**src/rtl/vga_pkg.sv**
```systemverilog
// rtl/vga_pkg.sv - vertical phase enum and default 640x480@60 timing constants

package vga_pkg;

  typedef enum logic [1:0] {
    V_ACT  = 2'd0,
    V_FP   = 2'd1,
    V_SYNC = 2'd2,
    V_BP   = 2'd3
  } vstate_t;

  localparam int DEF_H_ACTIVE = 640;
  localparam int DEF_H_FP     = 16;
  localparam int DEF_H_SYNC   = 96;
  localparam int DEF_H_BP     = 48;
  localparam int H_TOTAL      = DEF_H_ACTIVE + DEF_H_FP + DEF_H_SYNC + DEF_H_BP;

  localparam int DEF_V_ACTIVE = 480;
  localparam int DEF_V_FP     = 10;
  localparam int DEF_V_SYNC   = 2;
  localparam int DEF_V_BP     = 33;
  localparam int V_TOTAL      = DEF_V_ACTIVE + DEF_V_FP + DEF_V_SYNC + DEF_V_BP;

endpackage

```
**src/rtl/vga_vphase_fsm.sv**
```systemverilog
// rtl/vga_vphase_fsm.sv - vertical phase FSM and line counter, advanced by the upstream TC
// Enum constants are package-scoped because the V_FP/V_SYNC parameter names shadow them.

module vga_vphase_fsm #(
  parameter int V_ACTIVE = vga_pkg::DEF_V_ACTIVE,
  parameter int V_FP     = vga_pkg::DEF_V_FP,
  parameter int V_SYNC   = vga_pkg::DEF_V_SYNC,
  parameter int V_BP     = vga_pkg::DEF_V_BP
) (
  input  logic       clk,
  input  logic       rst,
  input  logic       tc,
  output logic [9:0] line,
  output logic       in_act,
  output logic       in_sync,
  output logic       wrap
);

  localparam int V_TOTAL = V_ACTIVE + V_FP + V_SYNC + V_BP;
  localparam logic [9:0] LINE_LAST = 10'(V_TOTAL - 1);

  vga_pkg::vstate_t state, state_n;
  logic [9:0] phase, phase_n, phase_last, line_n;
  logic       wrap_n;

  always_ff @(posedge clk or posedge rst) begin
    if (rst) begin
      state <= vga_pkg::V_ACT;
      phase <= '0;
      line  <= '0;
      wrap  <= 1'b0;
    end else begin
      state <= state_n;
      phase <= phase_n;
      line  <= line_n;
      wrap  <= wrap_n;
    end
  end

  always_comb begin
    state_n    = state;
    phase_n    = phase;
    line_n     = line;
    wrap_n     = 1'b0;
    phase_last = 10'(V_BP - 1);

    case (state)
      vga_pkg::V_ACT:  phase_last = 10'(V_ACTIVE - 1);
      vga_pkg::V_FP:   phase_last = 10'(V_FP - 1);
      vga_pkg::V_SYNC: phase_last = 10'(V_SYNC - 1);
      default:         phase_last = 10'(V_BP - 1);
    endcase

    // Every TC is a line, even back-to-back ones.
    if (tc) begin
      if (line == LINE_LAST) begin
        line_n = '0;
        wrap_n = 1'b1;
      end else begin
        line_n = line + 10'd1;
      end

      if (phase == phase_last) begin
        phase_n = '0;
        case (state)
          vga_pkg::V_ACT:  state_n = vga_pkg::V_FP;
          vga_pkg::V_FP:   state_n = vga_pkg::V_SYNC;
          vga_pkg::V_SYNC: state_n = vga_pkg::V_BP;
          default:         state_n = vga_pkg::V_ACT;
        endcase
      end else begin
        phase_n = phase + 10'd1;
      end
    end
  end

  assign in_act  = (state == vga_pkg::V_ACT);
  assign in_sync = (state == vga_pkg::V_SYNC);

endmodule

```
**src/rtl/vga_sync_gen.sv**
```systemverilog
// rtl/vga_sync_gen.sv - VGA sync/video decode registers driven by an upstream hCount/TC
// Optional frame counter output enabled by defining VGA_FRAME_CNT_EN.

module vga_sync_gen #(
  parameter int H_ACTIVE = vga_pkg::DEF_H_ACTIVE,
  parameter int H_FP     = vga_pkg::DEF_H_FP,
  parameter int H_SYNC   = vga_pkg::DEF_H_SYNC,
  parameter int V_ACTIVE = vga_pkg::DEF_V_ACTIVE,
  parameter int V_FP     = vga_pkg::DEF_V_FP,
  parameter int V_SYNC   = vga_pkg::DEF_V_SYNC,
  parameter int V_BP     = vga_pkg::DEF_V_BP
) (
  input  logic        clk,
  input  logic        rst,
  input  logic [31:0] hCount,
  input  logic        TC,
  output logic        hSync,
  output logic        vSync,
  output logic        videoOn,
  output logic [9:0]  pixelX,
  output logic [9:0]  pixelY,
  output logic [9:0]  vCount,
  output logic        frameStart
`ifdef VGA_FRAME_CNT_EN
  ,
  output logic [15:0] frameCount
`endif
);

  localparam logic [31:0] HS_START = 32'(H_ACTIVE + H_FP);
  localparam logic [31:0] HS_END   = 32'(H_ACTIVE + H_FP + H_SYNC);
  localparam logic [31:0] H_VIS    = 32'(H_ACTIVE);
  localparam logic [31:0] H_LIMIT  = 32'(vga_pkg::H_TOTAL);

  logic in_act, in_sync, wrap;
  logic h_valid, h_sync_zone, visible;

  vga_vphase_fsm #(
    .V_ACTIVE (V_ACTIVE),
    .V_FP     (V_FP),
    .V_SYNC   (V_SYNC),
    .V_BP     (V_BP)
  ) u_vphase (
    .clk     (clk),
    .rst     (rst),
    .tc      (TC),
    .line    (vCount),
    .in_act  (in_act),
    .in_sync (in_sync),
    .wrap    (wrap)
  );

  // Anything past the end of the line is blanking, whatever its value.
  assign h_valid     = (hCount < H_LIMIT);
  assign h_sync_zone = h_valid && (hCount >= HS_START) && (hCount < HS_END);
  assign visible     = h_valid && (hCount < H_VIS) && in_act;

  always_ff @(posedge clk or posedge rst) begin
    if (rst) begin
      hSync      <= 1'b1;
      vSync      <= 1'b1;
      videoOn    <= 1'b0;
      pixelX     <= '0;
      pixelY     <= '0;
      frameStart <= 1'b0;
    end else begin
      hSync      <= ~h_sync_zone;
      vSync      <= ~in_sync;
      videoOn    <= visible;
      pixelX     <= visible ? hCount[9:0] : 10'd0;
      pixelY     <= visible ? vCount : 10'd0;
      frameStart <= wrap;
    end
  end

`ifdef VGA_FRAME_CNT_EN
  always_ff @(posedge clk or posedge rst) begin
    if (rst) begin
      frameCount <= '0;
    end else if (wrap) begin
      frameCount <= frameCount + 16'd1;
    end
  end
`endif

endmodule

```
**config.mk**
```make
export PLATFORM = sky130hd
export DESIGN_NAME = vga_sync_gen
export DESIGN_NICKNAME = d
export VERILOG_FILES = /design/src/rtl/vga_pkg.sv /design/src/rtl/vga_vphase_fsm.sv /design/src/rtl/vga_sync_gen.sv
export SDC_FILE = /design/constraint.sdc
export NUM_CORES = 1
export LEC_CHECK = 0
export ABC_AREA = 1
export ABC_CLOCK_PERIOD_IN_PS = 4700
export BUFFER_PORTS_ARGS = -buffer_cell sky130_fd_sc_hd__buf_4
export CELL_PAD_IN_SITES_DETAIL_PLACEMENT = 0
export CELL_PAD_IN_SITES_GLOBAL_PLACEMENT = 1
export CORE_MARGIN = 10
export CORE_UTILIZATION = 25
export DETAILED_ROUTE_END_ITERATION = 8
export PLACE_DENSITY = 0.67
export SKIP_LAST_GASP = 1
export SYNTH_ARGS = -nofsm -noshare
export SYNTH_HDL_FRONTEND = slang
export SYNTH_SLANG_ARGS = --single-unit
```
**constraint.sdc**
```tcl
create_clock -name clk -period 4.7 [get_ports clk]
set_input_delay 0.705 -clock clk [delete_from_list [all_inputs] [get_ports clk]]
set_output_delay 0.705 -clock clk [all_outputs]
set_load 0.005 [all_outputs]
```
### Yosys cells after proc, flatten, opt, wreduce, memory -nomap -nowiden

Index checks and enable logic that the tools add are counted.

* $add $sub $neg: 2
* order comparisons: 4
* equality and inequality tests: 4
* mux-type cells: 8
* bitwise operators: 2
* reduce and logical (&&, ||, !) cells: 6

Operator list (count)
* 32-bit by 10-bit less-than comparator with 1-bit output (second input constant): 3
* 10-bit 2-to-1 mux: 4
* 32-bit by 10-bit >= comparator with 1-bit output (second input constant): 1
* 9-bit case mux with 3 select lines: 1
* 10-bit by 1-bit adder with 10-bit output (second input constant): 2
* 10-bit equality test (second input constant): 1
* 10-bit by 9-bit equality test with 1-bit output: 1
* 2-bit case mux with 3 select lines: 1
* 1-bit logical AND: 4
* 2-bit by 1-bit equality test with 1-bit output (second input constant): 1
* 2-bit equality test (second input constant): 1
* 2-bit logical NOT: 1
* 1-bit 2-to-1 mux: 2
* 1-bit inverter: 2
* 2-bit AND reduction: 1

* flip-flop bits (word level): 47
* input port bits: 35
* output and inout bits: 34
* word-level logic and storage cells: 36

### Logic depth before layout (Yosys ltp)

* depth in word-level cells: 4
* depth in mapped cells: 11
* mapped depth without buffers: 11

### Hierarchy

From an unflattened synthesis, not the netlist that was laid out.

* cell total of the unflattened synthesis: 324
* area total of the unflattened synthesis: 2567.5 um2

Modules (own cells, without submodules)
* vga_vphase_fsm: instances 1, cells each 225, area an instance 1577.8 um2, sequential area each 575.6 um2
* vga_sync_gen: instances 1, cells each 99, area an instance 989.7 um2, sequential area each 603.1 um2

### Worst setup path before layout

OpenSTA, ideal clock, no wires.

* kind: input to register
* start point: in TC
* end point: reg u_vphase.phase[5]
* library setup time: 113 ps
* data arrival time: 1398 ps
* required time: 4587 ps
* path slack: 3188 ps
* stages on the path: 8
* path buffers: 1
* cell sequence: buf_4 -> nand2_1 -> nor2_1 -> nand2_1 -> xor2_1 -> clkinv_1 -> nand2_1 -> inv_1

RTL lines
* start: declaration: line vga_sync_gen.sv:16 `input logic TC,`
* end signal: assignment: line vga_vphase_fsm.sv:34 `phase <= phase_n;`
* end: declaration: line vga_vphase_fsm.sv:23 `logic [9:0] phase, phase_n, phase_last, line_n;`

### Final worst setup path

* start point: reg u_vphase.state[0]
* end point: reg u_vphase.state[0]

* longest elaborated chain between the ends: 4
* elaborated cells between the ends (all ways): 7
* those cells by class: 3 x eq/ne; 2 x mux; 2 x reduce/logical

Ends and longest elaborated chain
* start: declaration: line vga_vphase_fsm.sv:22 `vga_pkg::vstate_t state, state_n;`
* start signal: assignment: line vga_vphase_fsm.sv:28 `state <= vga_pkg::V_ACT;`
* start signal: assignment: line vga_vphase_fsm.sv:33 `state <= state_n;`
* 2-bit equality test, or another cell as far along: line vga_vphase_fsm.sv:47, vga_vphase_fsm.sv:65
* 9-bit case mux with 3 select lines: line vga_vphase_fsm.sv:47 `case (state)`
* 10-bit by 9-bit equality test with 1-bit output: line vga_vphase_fsm.sv:63 `if (phase == phase_last) begin`
* 2-bit AND reduction (no source line)

Parallel ways exist; a longest one is shown, timed or not.
A chain may end at the register's enable or synchronous reset.

==> impl_metrics.ini <==
[global_route]
grt_max_degree = 48
gr-usage-all-layers = 0.0817
globalRoute.busiestLayer = met2
grt_antenna_before_repair = 0
grt_pass1_wl_um = 9600
grtUsageMet3 = 0.0312
grt.met1_usage = 0.104
gr-total-overflow = 0
use_met2 = 0.123
grt_pass1_vias = 2027

[clocking]
root_buffer = clkbuf_8
post_cts_buffers = 0
cts_tree = yes
clock_path_buffers = 2
ctsResizeCount = 0
clk_latency_ns = 0.30
cts_buffers = 5
htree_levels = 2
ctsHoldBuffers = 0
clkSinkCount = 47
clk_pin_slew_worst_paths_ns = 0.09

[pwr]
power_leakage_uw = 0.00182
netSwitchingPower_uw = 470
clkPwrFrac = 0.264
combPwrFrac = 0.303
powerDensity_nw_per_um2 = 418
switching_share = 0.353
p_int_uw = 863
ir_drop_mv = 0.154
seqPwrFrac = 0.432

[timing]
setup_viol = 0
worst_slack_ns = 3.03
rsz0062_at_grt = no
finalMaxSlewViolations = 0
finalSetupTns_ns = 0
fin_crit_sh = 0.356
fin_worst_skew_ns = 0.00348
period_needed_ns = 1.67
max_freq_mhz = 598
slew_headroom = 0.341
tightestPinTransition_ns = 0.987
hold_viol_final = 0

[synth]
syn_nets = 345
synth_most_common_cell = nand2_1
syn-cell-area_um2 = 2400
netlist_top_cells_count = nand2_1, inv_1, nor2_1
ys_ff_latch = 47
synth_top_flop_cell = dfrtp_1
yosysSeqAreaShare = 0.491
synth_top_cell_by_area = dfrtp_1
postSynthAreaPerCell_um2 = 7.95
yosysTopAreaCellShare = 0.469
synthCells = 302
synth.distinct_cells = 26
synth_edf_count = 0
yosys_warnings = 0
async_reset_ff_frac = 1.00
yosys-top-cells-area = dfrtp_1, nand2_1, inv_1, nor2_1, ha_1

[drt]
remaining_drc_errors = 0
wl_um = 5670
vias_per_cell = 3.91
ant_nets = 0
wire_per_inst_um = 11.3
drtPass1Iterations = 4
drtIter0Drc = 48
num_vias = 1968

[floorplanning]
rows = 35
start_util = 0.258
dieWidth_um = 118
die_h_um = 118
coreArea_um2 = 9280
die_area_um2 = 13900
io_pins = 69

[setup_path]
cp-end-kind = flip-flop
crit_type = reg2reg
crit_fanout = 10
reg2reg_depth = 8
crit_chain = inv_1 > ha_1 > inv_1 > nand3_1 > a21oi_4 > nand3_4 > nand2_1 > nand2_1
crit_buf_inv = 2
cp_slowest_cell = dfrtp_1
max_stage_delay_ns = 0.40
startpoint_type = flip-flop
cp_top_family = simple AND/OR/NAND/NOR gates
required_ns = 4.90
cp.depth = 8
cp.arrival_ns = 1.87

[place]
port_buffers = 68
dp_hpwl_um = 4460
gp_congestion = 0.768
dpl_worst_slack_ns = 2.74

[layout]
drive_gt1_frac = 0.257
nFillCells = 1035
fin_nets = 416
num_antenna_cells = 0
area_growth_pct = 32.7

[worst_hold_path]
hp-class = reg2reg
hold_depth = 0

[flow_run]
maxCapViolCount = 0

[run_status]
status = complete, no violations
[routing by layer]
| metal | vias up | wire length (µm) |
|---|---|---|
| met1 | 869 | 2670 |
| met2 | 49 | 2510 |
| met3 | 10 | 395 |
| met4 | 0 | 97 |
| li1 | 1040 | - |
| met5 | - | 0 |
[logic make-up (layout without fill, tap and decap cells)]
family / Yosys count / after routing / synth area share
compound gates: 12 / 12 / 0.0323
xor+xnor: 11 / 11 / 0.0401
fa+ha+maj: 8 / 8 / 0.0417
buf+inv: 67 / 139 / 0.108
flops: 47 / 47 / 0.491
simple gates: 157 / 157 / 0.287
[placed cells by master, fill, tap and decap left out, drive strengths merged]
cell	instances
dfrtp	45
nand4	6
nand2	67
xor2	11
clkbuf	5
buf	68
dfstp	2
nand3	22
o21ai	9
clkinv	2
a21boi	1
a21oi	2
clkinvlp	1
ha	8
inv	61
nor3	3
nor2	59
bufinv	2
[power groups by stage]
stage	clock network (µW)	logic, µW	registers [µW]
global route	381	473	594
floorplan	0	277	561
global placement	0	406	586
detailed placement	0	412	583
CTS	364	415	577
finish	352	404	576
[path summary, 6_finish.rpt]
path	startpoint	endpoint	slack, ns
hold / removal	u_vphase.wrap	frameStart	0.37
max in group asynchronous	rst	u_vphase.phase[6]	3.45
setup reg to reg	u_vphase.state[0]	u_vphase.state[0]	3.03
setup / recovery	u_vphase.state[0]	u_vphase.state[0]	3.03
hold reg to reg	u_vphase.wrap	frameStart	0.37
min in group asynchronous	rst	u_vphase.state[1]	0.63
[area by class of cell]
cell class              instances  area, µm²  area share
flip-flops and latches         47       1180       0.370
multi-input cells             188        962       0.302
repair buffers                 68        510       0.160
inverters                      63        236      0.0742
well taps                     129        161      0.0507
clock buffers                   5       68.8      0.0216
clock inverters                 3       67.6      0.0212
[worst register-to-register path, cell delays in order (launching register included)]
cell and delay (ns):
dfrtp_1 0.40, inv_1 0.10, ha_1 0.27, inv_1 0.11, nand3_1 0.16, a21oi_4 0.23
nand3_4 0.16, nand2_1 0.09, nand2_1 0.05
[flip-flops by register name (all words and copies together), names as in the netlist]
name / flops
pixelX: 10
pixelY: 10
u_vphase.line: 10
u_vphase.phase: 10
u_vphase.state: 2
frameStart: 1
hSync: 1
u_vphase.wrap: 1
vSync: 1
videoOn: 1
[stage by stage]
stage	hold WS, ns	util	std cells	total power, µW	instance area (µm²)
final	0.372	0.343	503	1330	3190
after CTS	0.378	0.343	503	1360	3190
after floorplan	0.331	-	302	838	2400
after global routing	0.384	0.343	503	1450	3190
after global placement	0.335	0.328	495	992	3050
after detailed placement	0.350	0.328	495	995	3050
Note: power is estimated with default switching activity, not from simulation.
